File: src/rtl/mem_stage_accept.sv
// MEM stage: accepts EXE->MEM instructions, tracks one outstanding data_sram response and hands
// results to WB. Define MEM_RESP_BYPASS_EN to forward a response to WB in its data_ok cycle.
module mem_stage_accept #(
   parameter int BUS_W  = 150,
   parameter int DATA_W = 32
) (
   input  logic              clk,
   input  logic              rst,
   input  logic              flush,
   input  logic              exe_to_mem_valid,
   input  logic [BUS_W-1:0]  exe_to_mem_bus,
   input  logic              exe_mem_req,
   output logic              mem_allow_in,
   input  logic              data_sram_data_ok,
   input  logic [DATA_W-1:0] data_sram_rdata,
   input  logic              wb_allow_in,
   output logic              mem_to_wb_valid,
   output logic [BUS_W-1:0]  mem_to_wb_bus,
   output logic [DATA_W-1:0] mem_rdata,
   output logic              mem_busy,
   output logic [1:0]        mem_state_o
);

   typedef enum logic [1:0] {
      EMPTY = 2'd0,
      WAIT  = 2'd1,
      READY = 2'd2,
      DROP  = 2'd3
   } state_t;

   state_t              state_q, state_d;
   logic [BUS_W-1:0]    bus_q, bus_d;
   logic [DATA_W-1:0]   rdata_q, rdata_d;
   logic                ready_go;
   logic                accept;
   logic                wb_xfer;

   // Handshake: an instruction moves EXE->MEM when exe_to_mem_valid & mem_allow_in, and
   // MEM->WB when mem_to_wb_valid & wb_allow_in, both sampled at the same rising clk edge.
`ifdef MEM_RESP_BYPASS_EN
   assign ready_go  = (state_q == READY) | ((state_q == WAIT) & data_sram_data_ok);
   assign mem_rdata = ((state_q == WAIT) & data_sram_data_ok) ? data_sram_rdata : rdata_q;
`else
   assign ready_go  = (state_q == READY);
   assign mem_rdata = rdata_q;
`endif

   assign mem_allow_in    = ~flush & (state_q != DROP) &
                            ((state_q == EMPTY) | (ready_go & wb_allow_in));
   assign mem_to_wb_valid = ready_go & ~flush;
   assign wb_xfer         = mem_to_wb_valid & wb_allow_in;
   assign accept          = exe_to_mem_valid & mem_allow_in;
   assign mem_to_wb_bus   = bus_q;
   assign mem_busy        = (state_q == WAIT) | (state_q == DROP);
   assign mem_state_o     = state_q;

   always_comb begin
      state_d = state_q;
      bus_d   = bus_q;
      rdata_d = rdata_q;
      if (flush) begin
         // A pending response must still be drained unless it arrives in this very cycle.
         unique case (state_q)
            EMPTY, READY: state_d = EMPTY;
            WAIT, DROP:   state_d = data_sram_data_ok ? EMPTY : DROP;
         endcase
      end else begin
         unique case (state_q)
            EMPTY: state_d = EMPTY;
            WAIT: begin
               if (data_sram_data_ok) begin
`ifdef MEM_RESP_BYPASS_EN
                  if (wb_allow_in) begin
                     state_d = EMPTY;
                  end else begin
                     rdata_d = data_sram_rdata;
                     state_d = READY;
                  end
`else
                  rdata_d = data_sram_rdata;
                  state_d = READY;
`endif
               end
            end
            READY: if (wb_xfer) state_d = EMPTY;
            DROP:  if (data_sram_data_ok) state_d = EMPTY;
         endcase
         // Accept overrides the vacate above, giving back-to-back flow with no bubble.
         if (accept) begin
            bus_d   = exe_to_mem_bus;
            rdata_d = '0;
            state_d = exe_mem_req ? WAIT : READY;
         end
      end
   end

   always_ff @(posedge clk) begin
      if (rst) begin
         state_q <= EMPTY;
         bus_q   <= '0;
         rdata_q <= '0;
      end else begin
         state_q <= state_d;
         bus_q   <= bus_d;
         rdata_q <= rdata_d;
      end
   end

endmodule
File: config.mk
export PLATFORM = sky130hd
export DESIGN_NAME = mem_stage_accept
export DESIGN_NICKNAME = d
export VERILOG_FILES = /design/src/rtl/mem_stage_accept.sv
export SDC_FILE = /design/constraint.sdc
export NUM_CORES = 1
export LEC_CHECK = 0
export BUFFER_PORTS_ARGS = -buffer_cell sky130_fd_sc_hd__buf_2
export CAP_MARGIN = 40
export CORE_AREA = 4 4 142 144
export DETAILED_ROUTE_END_ITERATION = 7
export DIE_AREA = 0 0 146 148
export PLACE_DENSITY = 0.79
export SLEW_MARGIN = 15
export SYNTH_ARGS = -nofsm -noshare
export SYNTH_HDL_FRONTEND = slang
export SYNTH_SLANG_ARGS = --single-unit
File: constraint.sdc
create_clock -name clk -period 2.07 [get_ports clk]
set_clock_uncertainty 0.15 [all_clocks]
set_input_delay 0.207 -clock clk [delete_from_list [all_inputs] [get_ports clk]]
set_output_delay 0.207 -clock clk [all_outputs]
set_load 0.01 [all_outputs]
==> results.py, run 1 <==
metrics = {
    "run_status": {
        "run_status": "finished, final reports clean",
    },
    "timing": {
        "finalSetupTns_ns": 0,
        "max_freq_mhz": 516.4,
        "slew_violations": 0,
        "slew_headroom_pct": 44.57,
        "finalSetupViolCount": 0,
        "fin_crit_sh_pct": 93.56,
        "max_slew.worst_pin.slew_ns": 0.8314,
        "whs_ns": 0.04390,
        "hold_viol": 0,
        "grt_setup_unrepaired": "false",
        "fin_crit_ns": 1.937,
    },
    "critical_path": {
        "critical_path.slowest_cell": "dfxtp_1",
        "cpPeakStageDelay_ns": 0.38,
        "cp_cell_sequence": "buf_4 > nor2_4 > buf_12 > and2_1 > buf_2",
        "critical_path_class": "reg -> out",
        "crit_path_start_kind": "register",
        "critPathMaxFanout": 18,
        "crit_path_end_kind": "output port",
        "cp_data_arrival_time_ns": 1.58,
        "critPathRequiredTime_ns": 1.71,
    },
    "cts": {
        "clkSlewWorstSetupHoldPaths_ns": 0.07,
        "cts_sinks": 184,
        "clock_latency_ns": 0.41,
        "htree_num_levels": 4,
        "max-clock-path-buffers": 2,
        "tritoncts": "built",
        "cts_resized": 0,
        "numCtsBuffers": 17,
        "ctsRootBufferMaster": "clkbuf_16",
    },
    "flow_run": {
        "cap_violations": 0,
    },
    "die": {
        "floorplan.die.height_um": 148,
        "core_outline_area_um2": 18710,
        "die-area_um2": 21610,
        "die_w_um": 146,
        "rows": 50,
        "initial_utilization_pct": 42.52,
        "boundaryPins": 376,
    },
    "global_routing": {
        "grt_use_total_pct": 29.12,
        "grt_pass1_wl_um": 52320,
        "pin_count_of_the_biggest_net_entering_global_routing": 153,
        "grt_antenna_before_repair": 3,
        "first_global_vias": 9780,
        "global_route.overflow_total": 0,
    },
    "placement": {
        "placed_cells": 1399,
        "placement.io_buffers": 375,
        "place.detailed.hpwl_um": 18690,
        "gpl.final_weighted_congestion": 0.8165,
    },
    "power_and_ir_drop": {
        "max-vdd-ir-drop_v": 0.0005575,
        "p_leak_uw": 0.005507,
        "post-layout-total-power_uw": 8840,
        "power_density_nw_per_um2": 703.8,
    },
    "finish": {
        "synthToLayoutAreaGrowth_pct": 57.93,
        "mostFrequentLayoutCells": "buf_2 (373), dfxtp_1 (184), dlygate4sd3_1 (183)",
        "layout.nets": 1561,
        "num-fill-cells": 1306,
        "final_layout_size_suffix_gt1_share_pct": 33.07,
        "mostFrequentLayoutCell": "buf_2",
        "fin_cells": 1622,
    },
    "synthesis": {
        "seq_area_frac_synth_pct": 46.32,
        "postSynthRegisterBits": 184,
        "synth-xor-area-share_pct": 0,
        "synth_top_family_by_area": "compound AO/OA/AOI/OAI gates",
        "number_of_instances_in_the_synthesized_netlist": 889,
        "share_of_the_synthesized_area_in_compound_gates_ao_oa_aoi_oai_pct": 27.42,
        "post_synth_mux_area_share_pct": 4.169,
        "synth_top_cell_by_area": "dfxtp_1",
        "synth_adder_area_share_pct": 0,
        "synth_simple_gate_area_share_pct": 14.40,
        "synth.cell_area_um2": 7953,
        "synthDominantCellAreaShare_pct": 46.32,
        "synth.lib_cells_used.distinct": 28,
        "synthesis.nets": 1078,
        "postSynthAreaPerCell_um2": 8.946,
        "synthTopCellsByArea": "dfxtp_1 (46%), o31ai_1 (14%), nand4_1 (12%), a21oi_1 (9.5%), mux2i_1 (4.0%)",
        "synth_warnings": 0,
    },
    "worst_hold_path": {
        "hold_path_class": "in -> reg",
    },
    "drt": {
        "post_drt_via_cell_ratio": 6.176,
        "final_antenna_net_count": 0,
        "drt-wirelength-per-cell_um": 20.71,
        "initial_drt_markers": 895,
        "drt_first_pass_iters": 7,
        "totalWireLength_um": 33590,
        "via_count": 10020,
        "drt_drc_violations_left": 0,
    },
}
cells in the mapped netlist, drive strengths merged:
master  instances
a21o            1
a21oi         151
a31oi           1
and2            1
and2b           1
buf            59
clkbuf         79
clkinv          1
dfxtp         184
inv             1
mux2            1
mux2i          32
nand2          32
nand2b          2
nand3           1
nand4         151
nor2            3
nor2b           2
nor4bb          1
o21ai           1
o311ai         32
o31ai         150
or2             2
layout make-up:
type | count | area (µm²) | share of cell area [%]
Antenna cell | 3 | 7.507 | 0.05977
Clock buffer | 18 | 439.2 | 3.497
Clock inverter | 14 | 175.2 | 1.395
Inverter | 2 | 12.51 | 0.09962
Multi-Input combinational cell | 566 | 3682 | 29.32
Sequential cell | 184 | 3684 | 29.33
Tap cell | 234 | 292.8 | 2.331
Timing Repair Buffer | 601 | 4267 | 33.97
final timing paths:
path                  startpoint         endpoint  slack (ns)  depth (start not counted)
hold reg to reg    mem_rdata[11]    mem_rdata[11]        0.31                          2
setup reg to reg  mem_state_o[0]    mem_rdata[15]        0.16                          6
hold / removal       exe_mem_req   mem_state_o[1]        0.04                          4
setup / recovery  mem_state_o[0]  mem_to_wb_valid        0.13                          5
routing by layer:
layer  GRT usage [%]  part of all wire [%]
met4           13.17                   4.1
met2           48.69                    49
met5               0                     0
met3           8.522                    11
met1           34.82                    36
per-stage QoR:
step / utilization, % / setup slack (ns) / area (µm²)
6_report: 67.14 / 0.1333 / 12560
2_1_floorplan: - / 0.4339 / 7953
3_3_place_gp: 53.57 / 0.07730 / 10020
5_1_grt: 67.14 / 0.05398 / 12560
3_5_place_dp: 53.67 / 0.05421 / 10040
4_1_cts: 66.93 / 0.03383 / 12520
critical path, delay by kind of cell, from the launching register on:
kind,cells,cell delay (ns)
flip-flops,1,0.38
AND/OR/NAND/NOR,2,0.28
buffers and inverters,3,0.48
flip-flops by register name (all words and copies together) (netlist names):
signal         flops
mem_rdata         32
mem_state_o        2
mem_to_wb_bus    150
power by group:
| part | internal [µW] | switching, µW | total [µW] |
|---|---|---|---|
| Sequential | 3720 | 101 | 3820 |
| Combinational | 746 | 841 | 1590 |
| Clock | 1880 | 1550 | 3430 |
logic make-up (layout without fill, tap and decap cells):
logic type / Yosys count / in the layout
compound gates: 336 / 336
simple gates: 196 / 197
flops: 184 / 184
buf+inv: 140 / 635
mux: 33 / 33
other cells: 0 / 3
what timing repair did:
item | CTS | global route
endpoints found under the setup margin | 1 | 1
cloned | 1 | 1
endpoints found under the hold margin | 184 | 0
pin swaps | 1 | 1
hold buffers | 183 | 0
buffers inserted | 2 | 1
Note: power is estimated with default switching activity, not from simulation.
==> inputs of run 2 (changes only) <==
Settings changed: REMOVE_ABC_BUFFERS from default to 1.
==> run 2 against run 1 <==
Net effect:
- sequential cell count unchanged
- non-clock buffer count fell by 9
- clock-buffer cell count is 3 higher
- utilization down 0.37 points
- combinational power about the same
- final cell count decreased by 0.68%
- first-iteration DRC count decreased by 6.0%
- die area stayed put
- highest routed layer unchanged
==> results.py, run 2 (synthesis results as in run 1) <==
metrics = {
    "finish": {
        "mostFrequentLayoutCells": "buf_2 (373), dfxtp_1 (184), dlygate4sd3_1 (183)",
        "synthToLayoutAreaGrowth_pct": 57.05,
        "layout.nets": 1552,
        "final_layout_size_suffix_gt1_share_pct": 32.34,
        "largest_register_ffs": 150,
        "mostFrequentLayoutCell": "buf_2",
        "final_area_um2": 12490,
    },
    "placement": {
        "place.detailed.hpwl_um": 18680,
        "setup_ws_pre_cts_ns": 0.2172,
        "gpl.final_weighted_congestion": 0.8343,
        "placement.io_buffers": 375,
        "placed_area_um2": 10050,
    },
    "drt": {
        "post_drt_via_cell_ratio": 6.209,
        "drt_first_pass_iters": 6,
        "totalWireLength_um": 33210,
        "via_count": 10000,
        "drt_drc_violations_left": 0,
        "drt-wirelength-per-cell_um": 20.62,
        "final_antenna_net_count": 0,
        "initial_drt_markers": 841,
    },
    "die": {
        "die_w_um": 146,
        "rows": 50,
        "initial_utilization_pct": 42.52,
        "core_outline_area_um2": 18710,
        "boundaryPins": 376,
        "die-area_um2": 21610,
        "floorplan.die.height_um": 148,
    },
    "critical_path": {
        "crit-reg2reg-capture": "mem_to_wb_bus[127]",
        "critPathRequiredTime_ns": 1.71,
        "cpPeakStageDelay_ns": 0.56,
        "cp_data_arrival_time_ns": 1.62,
        "r2r_start": "mem_state_o[0]",
        "cp_cell_sequence": "or2_4 > buf_4 > nor2_1 > buf_2",
        "critical_path_class": "reg -> out",
        "crit_path_end_kind": "output port",
        "critPathMaxFanout": 17,
        "critPathBufInv": 2,
        "crit_path_start_kind": "register",
        "crit_family": "flip-flops",
        "critical_path.slowest_cell": "dfxtp_1",
        "worst_setup_slack_for_register_to_register_paths_ns": 0.13,
        "reg2reg_depth": 5,
    },
    "cts": {
        "numCtsBuffers": 17,
        "clock_latency_ns": 0.41,
        "max-clock-path-buffers": 2,
        "cts_sinks": 184,
        "tritoncts": "built",
        "htree_num_levels": 4,
        "ctsRootBufferMaster": "clkbuf_16",
        "clkSlewWorstSetupHoldPaths_ns": 0.07,
    },
    "timing": {
        "slew_violations": 0,
        "slew_headroom_pct": 50.49,
        "finalSetupViolCount": 0,
        "max_slew.worst_pin.slew_ns": 0.7427,
        "grt_setup_unrepaired": "false",
        "fin_crit_ns": 1.974,
        "fin_crit_sh_pct": 95.37,
        "final.setup.worst_slack_ns": 0.09582,
        "hold_viol": 0,
        "max_freq_mhz": 506.5,
    },
    "worst_hold_path": {
        "hold_end": "mem_to_wb_bus[68]",
        "hold_path_class": "in -> reg",
        "min-delay-start": "exe_to_mem_valid",
        "hold_path_cells": 3,
    },
    "power_and_ir_drop": {
        "power_density_nw_per_um2": 695.8,
        "p_leak_uw": 0.005452,
        "max-vdd-ir-drop_v": 0.0005373,
    },
    "run_status": {
        "run_status": "finished, final reports clean",
    },
    "global_routing": {
        "first_global_vias": 9773,
        "global_route.overflow_total": 0,
        "pin_count_of_the_biggest_net_entering_global_routing": 128,
        "grt_use_total_pct": 29.19,
        "grt_antenna_before_repair": 1,
        "grt_pass1_wl_um": 52340,
    },
    "flow_run": {
        "cap_violations": 0,
    },
}
-- run 2: area by class of cell --
class	count	area, µm²
Clock buffer	21	450.4
Sequential cell	184	3684
Clock inverter	11	137.6
Fill cell	1380	6216
Antenna cell	1	2.502
Inverter	2	10.01
Tap cell	234	292.8
Timing Repair Buffer	592	4232
Multi-Input combinational cell	566	3681
-- run 2: what timing repair did --
item	CTS	global route
gates resized for setup	0	0
hold buffers	183	0
setup buffers	1	0
setup endpoints to repair	1	0
endpoints found under the hold margin	184	0
-- run 2: how the worst max path moves through the flow --
stage	to	slack, ns	start	cells past startpoint
4_1_cts	mem_allow_in	0.1	mem_state_o[0]	4
3_5_place_dp	mem_rdata[4]	0.22	exe_to_mem_valid	5
6_report	mem_allow_in	0.1	mem_state_o[0]	4
3_3_place_gp	mem_rdata[23]	0.25	exe_to_mem_valid	5
2_1_floorplan	mem_rdata[1]	-2.38	mem_state_o[0]	3
5_1_grt	mem_allow_in	0.03	mem_state_o[0]	4
-- run 2: worst min-delay path: cells and delay by family --
family | cells | cell delay [ns]
AO/OA/AOI/OAI | 1 | 0.05
buffers and inverters | 1 | 0.18
AND/OR/NAND/NOR | 1 | 0.10
-- run 2: per-stage QoR --
stage	util (%)	instances	setup TNS, ns	total power (µW)	hold WS (ns)
CTS	66.76	1610	0	8671	0.008325
global route	66.77	1611	0	9013	0.01117
floorplan	-	751	-393.05	4419	0.1261
global placement	53.75	1393	0	5103	0.2884
detailed placement	53.75	1393	0	5121	0.2948
finish	66.77	1611	0	8690	0.03699
-- run 2: where the power goes --
group	internal [µW]	total, µW	leakage, µW	switching (µW)
combinational	733	1580	0.00367	842
sequential	3720	3810	0.00150	94.9
clock	1840	3300	0.000277	1460
-- run 2: routing by layer --
layer / GRT usage (%) / share of wire, % / vias to the layer above / routed length [µm]
met5: 0 / 0 / - / 0
met4: 17.07 / 5.4 / 0 / 1794
met3: 7.541 / 9.5 / 155 / 3168
met2: 47.22 / 48 / 778 / 15800
met1: 35.24 / 37 / 4647 / 12450
li1: - / - / 4422 / -
==> inputs of run 3 (changes only) <==
Settings changed: CORE_AREA 4 4 142 144 to default, CORE_MARGIN from default to 10, CORE_UTILIZATION from default to 45, DIE_AREA 0 0 146 148 to default, PLACE_DENSITY 0.79 to 0.83.
==> run 3 against run 2 <==
Net effect:
- global-route usage is 0.49 points lower
- sequential power is essentially flat
- via count up 1.7%
- power shrank 3.0%
- maximum frequency grew 0.45%
- setup slack gained 0.0089 ns
- cell area decreased by 1.5%
- sequential share of layout area increased by 0.44 points
- largest cell class unchanged
==> results.py, run 3 (synthesis results as in run 1) <==
metrics = {
    "run_status": {
        "run_status": "finished, final reports clean",
    },
    "placement": {
        "place.detailed.hpwl_um": 19940,
        "gpl.final_weighted_congestion": 0.8043,
        "placement.io_buffers": 375,
        "placed_cells": 1375,
        "placed_area_um2": 9874,
    },
    "cts": {
        "htree_num_levels": 4,
        "tritoncts": "built",
        "ctsRootBufferMaster": "clkbuf_16",
        "max-clock-path-buffers": 2,
        "clock_latency_ns": 0.41,
        "clkSlewWorstSetupHoldPaths_ns": 0.06,
        "cts_sinks": 184,
        "numCtsBuffers": 17,
    },
    "drt": {
        "initial_drt_markers": 1207,
        "final_antenna_net_count": 0,
        "totalWireLength_um": 36250,
        "drt-wirelength-per-cell_um": 22.68,
        "post_drt_via_cell_ratio": 6.365,
        "via_count": 10170,
        "drt_first_pass_iters": 6,
        "drt_drc_violations_left": 0,
    },
    "die": {
        "boundaryPins": 376,
        "core_outline_area_um2": 17300,
        "floorplan.die.height_um": 152.9,
        "die_w_um": 152.9,
        "initial_utilization_pct": 45.98,
        "rows": 48,
        "die-area_um2": 23390,
    },
    "timing": {
        "fin_crit_ns": 1.965,
        "max_freq_mhz": 508.8,
        "finalSetupViolCount": 0,
        "fin_crit_sh_pct": 94.94,
        "slew_violations": 0,
        "hold_viol": 0,
        "slew_headroom_pct": 53.68,
        "finalSetupTns_ns": 0,
        "whs_ns": 0.04992,
        "grt_setup_unrepaired": "false",
        "max_slew.worst_pin.slew_ns": 0.6948,
    },
    "power_and_ir_drop": {
        "p_leak_uw": 0.005370,
        "max-vdd-ir-drop_v": 0.0005257,
        "power_density_nw_per_um2": 684.9,
    },
    "critical_path": {
        "cp_data_arrival_time_ns": 1.61,
        "critPathMaxFanout": 31,
        "critPathRequiredTime_ns": 1.71,
        "crit_path_end_kind": "output port",
        "crit_path_start_kind": "register",
        "critical_path_class": "reg -> out",
    },
    "global_routing": {
        "grt_antenna_before_repair": 5,
        "pin_count_of_the_biggest_net_entering_global_routing": 153,
        "first_global_vias": 10070,
        "global_route.overflow_total": 0,
        "grt_pass1_wl_um": 56230,
        "grt_use_total_pct": 28.70,
    },
    "finish": {
        "mostFrequentLayoutCells": "buf_2 (373), dfxtp_1 (184), dlygate4sd3_1 (183)",
        "synthToLayoutAreaGrowth_pct": 54.75,
        "mostFrequentLayoutCell": "buf_2",
        "final_area_um2": 12310,
        "num-fill-cells": 1111,
        "largest_register_ffs": 150,
        "layout.nets": 1546,
        "fin_cells": 1598,
        "postLayoutCoreUtil_pct": 71.15,
        "final_layout_size_suffix_gt1_share_pct": 32.16,
    },
    "flow_run": {
        "cap_violations": 0,
    },
    "worst_hold_path": {
        "hold_path_class": "in -> reg",
    },
}
[run 3: cell count changes in the layout (fill, tap and decap cells not counted), sizes merged]
cell,delta
or2,-1
clkinvlp,+3
clkbuf,-2
diode,+4
buf,-6
bufinv,-2
[run 3: per-stage QoR]
step,power (µW),worst slack [ns]
2_1_floorplan,4419,-2.377
3_3_place_gp,5091,0.2799
3_5_place_dp,5108,0.2593
4_1_cts,8377,0.008793
5_1_grt,8705,0.006860
6_report,8429,0.1047
[run 3: what timing repair did]
action | in CTS | in global routing
hold buffers | 183 | 0
setup buffers | 0 | 4
hold endpoints to repair | 184 | 0
resized for setup | 0 | 0
setup endpoints to repair | 0 | 2
[run 3: final cells by class]
type | count | area (µm²) | area share [%]
Antenna cell | 5 | 12.51 | 0.1017
Clock buffer | 18 | 439.2 | 3.569
Clock inverter | 12 | 93.84 | 0.7625
Inverter | 2 | 10.01 | 0.08133
Multi-Input combinational cell | 565 | 3675 | 29.86
Sequential cell | 184 | 3684 | 29.93
Tap cell | 225 | 281.5 | 2.288
Timing Repair Buffer | 587 | 4111 | 33.41
[run 3: per-layer routing]
| metal | wire length (µm) | vias to the layer above | track usage, % | part of all wire [%] |
|---|---|---|---|---|
| met5 | 0 | - | 0 | 0 |
| met4 | 1712 | 0 | 14.44 | 4.7 |
| met3 | 4396 | 153 | 10.38 | 12 |
| met2 | 16940 | 894 | 45.55 | 47 |
| met1 | 13200 | 4720 | 33.50 | 36 |
| li1 | - | 4404 | - | - |
[run 3: path summary, 6_finish.rpt]
kind,slack [ns],startpoint,cells past startpoint,to
setup reg to reg,0.13,mem_state_o[0],4,mem_to_wb_bus[142]
hold reg to reg,0.31,mem_rdata[7],2,mem_rdata[7]
hold / removal,0.05,exe_to_mem_valid,3,mem_to_wb_bus[81]
setup / recovery,0.10,mem_state_o[0],4,mem_to_wb_valid
[run 3: report_power, final]
group	leakage, µW	internal, µW	switching, µW
logic	0.00362	722	861
clock network	0.000244	1570	1450
registers	0.00150	3720	105
[run 3: worst max-delay path: stages (launching register included)]
cell and delay, ns:
dfxtp_1 0.40, nor2_4 0.27, buf_12 0.23, and2_1 0.15, buf_2 0.14
